==> src/rtl/tob_feed_tx_if.sv <==
// tob_feed_tx_if -- update and transmit channels of tob_feed_tx.
//   i_upd_*      : top-of-book update (valid/ready handshake), driven by master
//   o_upd_ready  : update accepted when valid and ready are both high
//   o_data_valid : one-cycle beat toward the volatility engine
//   o_stock_id / o_best_ask / o_best_bid : beat payload, held between beats
// The slave modport is the tob_feed_tx side.
interface tob_feed_tx_if #(
  parameter int DATA_WIDTH = 32,
  parameter int NUM_STOCKS = 4
);
  localparam int SW = $clog2(NUM_STOCKS);

  logic                  i_upd_valid;
  logic                  o_upd_ready;
  logic [SW-1:0]         i_upd_stock_id;
  logic [DATA_WIDTH-1:0] i_upd_best_ask;
  logic [DATA_WIDTH-1:0] i_upd_best_bid;

  logic                  o_data_valid;
  logic [SW-1:0]         o_stock_id;
  logic [DATA_WIDTH-1:0] o_best_ask;
  logic [DATA_WIDTH-1:0] o_best_bid;

  modport master (
    output i_upd_valid, i_upd_stock_id, i_upd_best_ask, i_upd_best_bid,
    input  o_upd_ready, o_data_valid, o_stock_id, o_best_ask, o_best_bid
  );

  modport slave (
    input  i_upd_valid, i_upd_stock_id, i_upd_best_ask, i_upd_best_bid,
    output o_upd_ready, o_data_valid, o_stock_id, o_best_ask, o_best_bid
  );
endinterface

==> src/rtl/tob_feed_tx.sv <==
// tob_feed_tx -- coalescing top-of-book feed transmitter.
// Keeps one ask/bid shadow pair and a pending flag per stock, and drains pending
// stocks round-robin toward the volatility engine, one beat per enabled cycle.
// A buffer-size reconfiguration first drains all pending stocks (updates
// blocked), then applies the new size/reciprocal in a one-cycle CFG state.
// Ports:
//   i_clk, i_reset        : clock, synchronous active-high reset
//   bus (slave)           : update handshake in, transmit beat out
//   i_tx_enable           : downstream permits a beat this cycle
//   i_cfg_we, i_cfg_*     : reconfiguration request and new values
//   o_buffer_size(_reciprocal) : active configuration
//   o_pending             : per-stock untransmitted-update flags
//   o_coalesce_count, o_reject_count : saturating event counters
// Optional feature: define TOB_CROSSED_FILTER_EN to discard crossed/zero quotes.
module tob_feed_tx #(
  parameter int          DATA_WIDTH   = 32,
  parameter int          NUM_STOCKS   = 4,
  parameter int          BUFFER_SIZE  = 32,
  parameter int          FP_WORD_SIZE = 64,
  parameter logic [63:0] RECIP_RESET  = 64'h0800_0000_0000_0000
) (
  input  logic                    i_clk,
  input  logic                    i_reset,
  tob_feed_tx_if.slave            bus,
  input  logic                    i_tx_enable,
  input  logic                    i_cfg_we,
  input  logic [DATA_WIDTH-1:0]   i_cfg_buffer_size,
  input  logic [FP_WORD_SIZE-1:0] i_cfg_buffer_size_reciprocal,
  output logic [DATA_WIDTH-1:0]   o_buffer_size,
  output logic [FP_WORD_SIZE-1:0] o_buffer_size_reciprocal,
  output logic [NUM_STOCKS-1:0]   o_pending,
  output logic [15:0]             o_coalesce_count,
  output logic [15:0]             o_reject_count
);
  localparam int SW = $clog2(NUM_STOCKS);

  typedef enum logic [1:0] {ST_RUN, ST_DRAIN, ST_CFG} state_e;

  state_e                  state_q, state_d;
  logic                    ready_q, ready_d;
  logic [SW-1:0]           ptr_q, ptr_d;
  logic [NUM_STOCKS-1:0]   pend_q, pend_d;
  logic [DATA_WIDTH-1:0]   ask_q [NUM_STOCKS];
  logic [DATA_WIDTH-1:0]   ask_d [NUM_STOCKS];
  logic [DATA_WIDTH-1:0]   bid_q [NUM_STOCKS];
  logic [DATA_WIDTH-1:0]   bid_d [NUM_STOCKS];
  logic                    dv_q, dv_d;
  logic [SW-1:0]           sid_q, sid_d;
  logic [DATA_WIDTH-1:0]   oask_q, oask_d;
  logic [DATA_WIDTH-1:0]   obid_q, obid_d;
  logic [DATA_WIDTH-1:0]   hold_size_q, hold_size_d;
  logic [FP_WORD_SIZE-1:0] hold_recip_q, hold_recip_d;
  logic [DATA_WIDTH-1:0]   size_q, size_d;
  logic [FP_WORD_SIZE-1:0] recip_q, recip_d;
  logic [15:0]             coal_q, coal_d;
  logic [15:0]             rej_q, rej_d;

  logic                    upd_reject;
  logic                    accept;
  logic                    sel_found;
  logic [SW-1:0]           sel_idx;
  logic [SW-1:0]           scan_idx;
  logic                    tx_fire;

`ifdef TOB_CROSSED_FILTER_EN
  assign upd_reject = (bus.i_upd_best_bid >= bus.i_upd_best_ask) ||
                      (bus.i_upd_best_bid == '0) || (bus.i_upd_best_ask == '0);
`else
  assign upd_reject = 1'b0;
`endif

  assign accept = bus.i_upd_valid && ready_q;

  always_comb begin
    state_d      = state_q;
    ready_d      = ready_q;
    ptr_d        = ptr_q;
    pend_d       = pend_q;
    ask_d        = ask_q;
    bid_d        = bid_q;
    dv_d         = 1'b0;
    sid_d        = sid_q;
    oask_d       = oask_q;
    obid_d       = obid_q;
    hold_size_d  = hold_size_q;
    hold_recip_d = hold_recip_q;
    size_d       = size_q;
    recip_d      = recip_q;
    coal_d       = coal_q;
    rej_d        = rej_q;
    sel_found    = 1'b0;
    sel_idx      = '0;
    scan_idx     = '0;

    // First pending stock at or after the pointer; SW-bit add wraps modulo NUM_STOCKS.
    for (int unsigned i = 0; i < NUM_STOCKS; i++) begin
      scan_idx = ptr_q + SW'(i);
      if (!sel_found && pend_q[scan_idx]) begin
        sel_found = 1'b1;
        sel_idx   = scan_idx;
      end
    end

    tx_fire = (state_q != ST_CFG) && i_tx_enable && sel_found;
    if (tx_fire) begin
      dv_d            = 1'b1;
      sid_d           = sel_idx;
      oask_d          = ask_q[sel_idx];
      obid_d          = bid_q[sel_idx];
      pend_d[sel_idx] = 1'b0;
      ptr_d           = sel_idx + SW'(1);
    end

    // Update applied after the clear so a same-cycle write to the selected
    // stock re-arms its pending bit; the beat already carries the old shadow.
    if (accept) begin
      if (upd_reject) begin
        rej_d = (rej_q == '1) ? rej_q : rej_q + 16'd1;
      end else begin
        if (pend_d[bus.i_upd_stock_id])
          coal_d = (coal_q == '1) ? coal_q : coal_q + 16'd1;
        ask_d[bus.i_upd_stock_id]  = bus.i_upd_best_ask;
        bid_d[bus.i_upd_stock_id]  = bus.i_upd_best_bid;
        pend_d[bus.i_upd_stock_id] = 1'b1;
      end
    end

    case (state_q)
      ST_RUN: begin
        if (i_cfg_we) begin
          hold_size_d  = i_cfg_buffer_size;
          hold_recip_d = i_cfg_buffer_size_reciprocal;
          state_d      = ST_DRAIN;
          ready_d      = 1'b0;
        end
      end
      ST_DRAIN: begin
        // Leave as soon as the final beat is issued, not a cycle later.
        if (pend_d == '0) state_d = ST_CFG;
      end
      ST_CFG: begin
        size_d  = hold_size_q;
        recip_d = hold_recip_q;
        state_d = ST_RUN;
        ready_d = 1'b1;
      end
      default: begin
        state_d = ST_RUN;
        ready_d = 1'b1;
      end
    endcase
  end

  always_ff @(posedge i_clk) begin
    if (i_reset) begin
      state_q      <= ST_RUN;
      ready_q      <= 1'b1;
      ptr_q        <= '0;
      pend_q       <= '0;
      ask_q        <= '{default: '0};
      bid_q        <= '{default: '0};
      dv_q         <= 1'b0;
      sid_q        <= '0;
      oask_q       <= '0;
      obid_q       <= '0;
      hold_size_q  <= '0;
      hold_recip_q <= '0;
      size_q       <= DATA_WIDTH'(BUFFER_SIZE);
      recip_q      <= FP_WORD_SIZE'(RECIP_RESET);
      coal_q       <= '0;
      rej_q        <= '0;
    end else begin
      state_q      <= state_d;
      ready_q      <= ready_d;
      ptr_q        <= ptr_d;
      pend_q       <= pend_d;
      ask_q        <= ask_d;
      bid_q        <= bid_d;
      dv_q         <= dv_d;
      sid_q        <= sid_d;
      oask_q       <= oask_d;
      obid_q       <= obid_d;
      hold_size_q  <= hold_size_d;
      hold_recip_q <= hold_recip_d;
      size_q       <= size_d;
      recip_q      <= recip_d;
      coal_q       <= coal_d;
      rej_q        <= rej_d;
    end
  end

  // ready_q reloads to 1 under reset; gating with i_reset keeps it low during reset.
  assign bus.o_upd_ready         = ready_q && !i_reset;
  assign bus.o_data_valid        = dv_q;
  assign bus.o_stock_id          = sid_q;
  assign bus.o_best_ask          = oask_q;
  assign bus.o_best_bid          = obid_q;
  assign o_buffer_size           = size_q;
  assign o_buffer_size_reciprocal = recip_q;
  assign o_pending               = pend_q;
  assign o_coalesce_count        = coal_q;
  assign o_reject_count          = rej_q;
endmodule

==> src/flat_wrapper.sv <==
// flat-port wrapper written by rule: the top's interface ports become plain ports
module tob_feed_tx_flat 
#(
  parameter int          DATA_WIDTH   = 32,
  parameter int          NUM_STOCKS   = 4,
  parameter int          BUFFER_SIZE  = 32,
  parameter int          FP_WORD_SIZE = 64,
  parameter logic [63:0] RECIP_RESET  = 64'h0800_0000_0000_0000
)
  (i_clk, i_reset, i_tx_enable, i_cfg_we, i_cfg_buffer_size, i_cfg_buffer_size_reciprocal, o_buffer_size, o_buffer_size_reciprocal, o_pending, o_coalesce_count, o_reject_count, bus_i_upd_valid, bus_i_upd_stock_id, bus_i_upd_best_ask, bus_i_upd_best_bid, bus_o_upd_ready, bus_o_data_valid, bus_o_stock_id, bus_o_best_ask, bus_o_best_bid);
  tob_feed_tx_if #(.DATA_WIDTH(DATA_WIDTH), .NUM_STOCKS(NUM_STOCKS)) bus_i ();
  input  logic i_clk;
  input  logic i_reset;
  input  logic i_tx_enable;
  input  logic i_cfg_we;
  input  logic [DATA_WIDTH-1:0] i_cfg_buffer_size;
  input  logic [FP_WORD_SIZE-1:0] i_cfg_buffer_size_reciprocal;
  output logic [DATA_WIDTH-1:0] o_buffer_size;
  output logic [FP_WORD_SIZE-1:0] o_buffer_size_reciprocal;
  output logic [NUM_STOCKS-1:0] o_pending;
  output logic [15:0] o_coalesce_count;
  output logic [15:0] o_reject_count;
  input wire logic [$bits(bus_i.i_upd_valid)-1:0] bus_i_upd_valid;
  input wire logic [$bits(bus_i.i_upd_stock_id)-1:0] bus_i_upd_stock_id;
  input wire logic [$bits(bus_i.i_upd_best_ask)-1:0] bus_i_upd_best_ask;
  input wire logic [$bits(bus_i.i_upd_best_bid)-1:0] bus_i_upd_best_bid;
  output wire logic [$bits(bus_i.o_upd_ready)-1:0] bus_o_upd_ready;
  output wire logic [$bits(bus_i.o_data_valid)-1:0] bus_o_data_valid;
  output wire logic [$bits(bus_i.o_stock_id)-1:0] bus_o_stock_id;
  output wire logic [$bits(bus_i.o_best_ask)-1:0] bus_o_best_ask;
  output wire logic [$bits(bus_i.o_best_bid)-1:0] bus_o_best_bid;
  assign bus_i.i_upd_valid = bus_i_upd_valid;
  assign bus_i.i_upd_stock_id = bus_i_upd_stock_id;
  assign bus_i.i_upd_best_ask = bus_i_upd_best_ask;
  assign bus_i.i_upd_best_bid = bus_i_upd_best_bid;
  assign bus_o_upd_ready = bus_i.o_upd_ready;
  assign bus_o_data_valid = bus_i.o_data_valid;
  assign bus_o_stock_id = bus_i.o_stock_id;
  assign bus_o_best_ask = bus_i.o_best_ask;
  assign bus_o_best_bid = bus_i.o_best_bid;
  tob_feed_tx #(.DATA_WIDTH(DATA_WIDTH), .NUM_STOCKS(NUM_STOCKS), .BUFFER_SIZE(BUFFER_SIZE), .FP_WORD_SIZE(FP_WORD_SIZE), .RECIP_RESET(RECIP_RESET)) u_core (.i_clk(i_clk), .i_reset(i_reset), .bus(bus_i), .i_tx_enable(i_tx_enable), .i_cfg_we(i_cfg_we), .i_cfg_buffer_size(i_cfg_buffer_size), .i_cfg_buffer_size_reciprocal(i_cfg_buffer_size_reciprocal), .o_buffer_size(o_buffer_size), .o_buffer_size_reciprocal(o_buffer_size_reciprocal), .o_pending(o_pending), .o_coalesce_count(o_coalesce_count), .o_reject_count(o_reject_count));
endmodule
==> config.mk <==
export PLATFORM = sky130hd
export DESIGN_NAME = tob_feed_tx_flat
export DESIGN_NICKNAME = d
export VERILOG_FILES = /design/src/rtl/tob_feed_tx_if.sv /design/src/rtl/tob_feed_tx.sv /design/src/flat_wrapper.sv
export SDC_FILE = /design/constraint.sdc
export NUM_CORES = 1
export LEC_CHECK = 0
export BUFFER_PORTS_ARGS = -buffer_cell sky130_fd_sc_hd__buf_2
export CORE_MARGIN = 3
export CORE_UTILIZATION = 45
export DETAILED_ROUTE_END_ITERATION = 16
export PLACE_DENSITY_LB_ADDON = 0.15
export SLEW_MARGIN = 25
export SYNTH_ARGS = -nofsm -noshare
export SYNTH_HDL_FRONTEND = slang
export SYNTH_SLANG_ARGS = --single-unit
==> constraint.sdc <==
create_clock -name i_clk -period 4.3 [get_ports i_clk]
set_input_delay 0.645 -clock i_clk [delete_from_list [all_inputs] [get_ports i_clk]]
set_output_delay 0.645 -clock i_clk [all_outputs]
set_load 0.01 [all_outputs]
==> impl_metrics.json <==
{
  "synth_area_um2": 20400,
  "cts_hold_buf": 0,
  "fmax_ghz": 0.309,
  "power_leakage_nw": 9.23,
  "gp_congestion": 0.781,
  "outcome": "complete, no violations",
  "seq_area_frac_synth_pct": 53.0,
  "track_usage_pct": 24.4,
  "cts_max_level": 2,
  "synth_edf_count": 0,
  "dr_wl_met3_mm": 4.80,
  "synth.avg_cell_area_um2": 8.08,
  "drv_cap": 0,
  "cp_max_fo": 44,
  "cts_root_buf": "clkbuf_16",
  "highest_layer": "met5",
  "post-cts-setup-buffers": 0,
  "min_path_type": "in -> reg",
  "grt_pass1_vias": 17000,
  "cts_made_buffers": 55,
  "rsz0062_at_grt": "no",
  "routed_wl_mm": 61.6,
  "crit_type": "reg -> reg",
  "final_nets": 2917,
  "clk_path_buf_depth": 3,
  "start_kind": "flop",
  "place_inst": 3282,
  "pwr_density_cell_nw_per_um2": 457,
  "rows": 77,
  "synth_cell_types": 50,
  "cts_tree": "built",
  "clock-sinks": 540,
  "cp-end-kind": "flop",
  "hold-path-cell-count": 3,
  "yosys-top-cells-area": "dfxtp_1 53%, nand2_1 17%, a21oi_1 11%",
  "drive_above_1_share_pct": 18.1,
  "num-fill-cells": 4201,
  "synth_top_area_cell": "dfxtp_1",
  "p_total_w": 0.0110,
  "area_delta_synth_final_pct": 18.5,
  "die_w_um": 219,
  "yosysTopAreaCellShare_pct": 53.0,
  "wl_met2_mm": 29.2,
  "most-common-layout-cells": "907 x nand2_1, 540 x dfxtp_1, 466 x a21oi_1, 349 x buf_2, 82 x nor2_1",
  "reg2reg_depth": 8,
  "synth_cells": 2523,
  "coreArea_um2": 44500,
  "synthFlopType": "dfxtp_1",
  "ant_nets": 0,
  "critPathLaunch": "u_core.o_pending[2]",
  "slew-limit-headroom_pct": 32.2,
  "fin_tns_setup_ps": 0,
  "r2r_slack_ps": 1070,
  "worstMarginPinSlew_ps": 1010,
  "start_util_pct": 45.8,
  "final_common_cell": "nand2_1",
  "place.port_buffers": 350,
  "vias": 18400,
  "async_flop_share_pct": 0,
  "clock_latency_ps": 590,
  "detail_route.iter0.violations": 1761,
  "clkSlewWorstSetupHoldPaths_ps": 60,
  "clock_skew_ps": 6.70,
  "antenna_found_initial": 11,
  "fin_crit_sh_pct": 75.2,
  "finalHoldViolCount": 0,
  "ys_warn_count": 0,
  "timing.rr.start": "u_core.o_pending[2]",
  "grt_first_pass_wirelength_mm": 93.8,
  "final_cell_count_no_fill": 3384,
  "min_from": "i_cfg_buffer_size[9]",
  "crit_required_ps": 4800,
  "grt_overflow": 0,
  "dp_hpwl_mm": 36.2,
  "vias_per_cell": 5.43,
  "met1_length_mm": 26.2,
  "die_area_um2": 47900,
  "cts_resized": 0,
  "drc_errors": 0,
  "setup_viol": 0,
  "ir_drop_mv": 0.329,
  "synth-seq-cells": 540,
  "slew_violations": 0,
  "dr.pass1.iters": 8,
  "routedWlPerCell_um": 18.2,
  "hold_slack_ps": 291,
  "dieHeight_um": 219,
  "cp.arrival_ps": 3730,
  "min_period_ps": 3230,
  "grt_start_max_net_pins": 186,
  "ios": 367
}
[routing by layer]
layer | vias up | GRT usage [%]
met2 | 623 | 40.6
met3 | 100 | 5.21
met4 | 14 | 7.11
met5 | - | 0
met1 | 8721 | 32.1
li1 | 8926 | -
[cell type report]
cell class / count / area, um2 / share of cell area (%)
tap: 592 / 741 / 3.07
antenna: 3 / 7.51 / 0.0311
clock inverter: 3 / 40.0 / 0.166
sequential: 540 / 10800 / 44.8
multi-input combinational: 1765 / 8750 / 36.2
timing repair buffer: 380 / 2080 / 8.61
clock buffer: 94 / 1700 / 7.02
inverter: 7 / 26.3 / 0.109
[critical path, stage by stage, from the launching register on]
cell and delay, ps:
dfxtp_1 540, nor2b_1 280, a21o_1 130, a211o_4 580, buf_4 520, nand3_1 130
a21o_1 220, nor4_1 450, nor3b_1 240
[cell families (layout without fill, tap and decap cells)]
family	count (synthesis)	after routing	share of synthesized area, %
buffers and inverters	233	484	4.76
AND/OR/NAND/NOR	1053	1053	20.2
adder cells (fa/ha/maj)	1	1	0.0614
flip-flops	540	540	53.0
XOR/XNOR	1	1	0.0430
other	1	19	0.0184
AO/OA/AOI/OAI	627	627	18.2
multiplexers	67	67	3.70
[Yosys cell counts, drive strengths merged (2+ instances only)]
cell    instances
clkbuf        182
o31ai           7
a211oi         66
nor2           84
nor3            2
a21oi         467
dfxtp         540
nor4            4
o21ai           7
or3             7
a211o           2
inv             7
nand2         908
a21o            5
a222oi         64
nand4           2
nor2b           9
and2            2
nor3b           2
buf            44
nand3b          3
mux2           66
nand2b          5
a31oi           2
or4             7
or2             3
nand3          11
[registers in the layout, summed over array words and instances, names as in the netlist]
signal / flops
u_core.bus.o_stock_id: 2
u_core.state_q: 2
u_core.ptr_q: 2
u_core.bid_q: 128
u_core.o_coalesce_count: 16
u_core.bus.o_data_valid: 1
u_core.ready_q: 1
u_core.bus.o_best_ask: 32
u_core.bus.o_best_bid: 32
u_core.hold_recip_q: 64
u_core.o_buffer_size: 32
u_core.o_pending: 4
u_core.hold_size_q: 32
u_core.ask_q: 128
u_core.o_buffer_size_reciprocal: 64
[power breakdown]
part / switching (W) / total, W / internal, W
combinational: 0.000722 / 0.00108 / 0.000357
sequential: 0.000119 / 0.00534 / 0.00522
clock: 0.00191 / 0.00461 / 0.00271
total: 0.00275 / 0.0110 / 0.00829
[final timing paths]
path / to
worst max-delay path: u_core.state_q[1]
worst min-delay path: u_core.hold_size_q[9]
worst max register to register: u_core.state_q[1]
worst min register to register: u_core.o_buffer_size[1]
[metrics by stage]
| step | instance area (um2) | worst slack, ps | util [%] |
|---|---|---|---|
| after floorplan | 20400 | 1880 | - |
| after global placement | 22400 | 1050 | 50.2 |
| after detailed placement | 22400 | 967 | 50.2 |
| after CTS | 24100 | 952 | 54.1 |
| after global routing | 24200 | 875 | 54.3 |
| final | 24200 | 1070 | 54.3 |
Note: power is estimated with default switching activity, not from simulation.
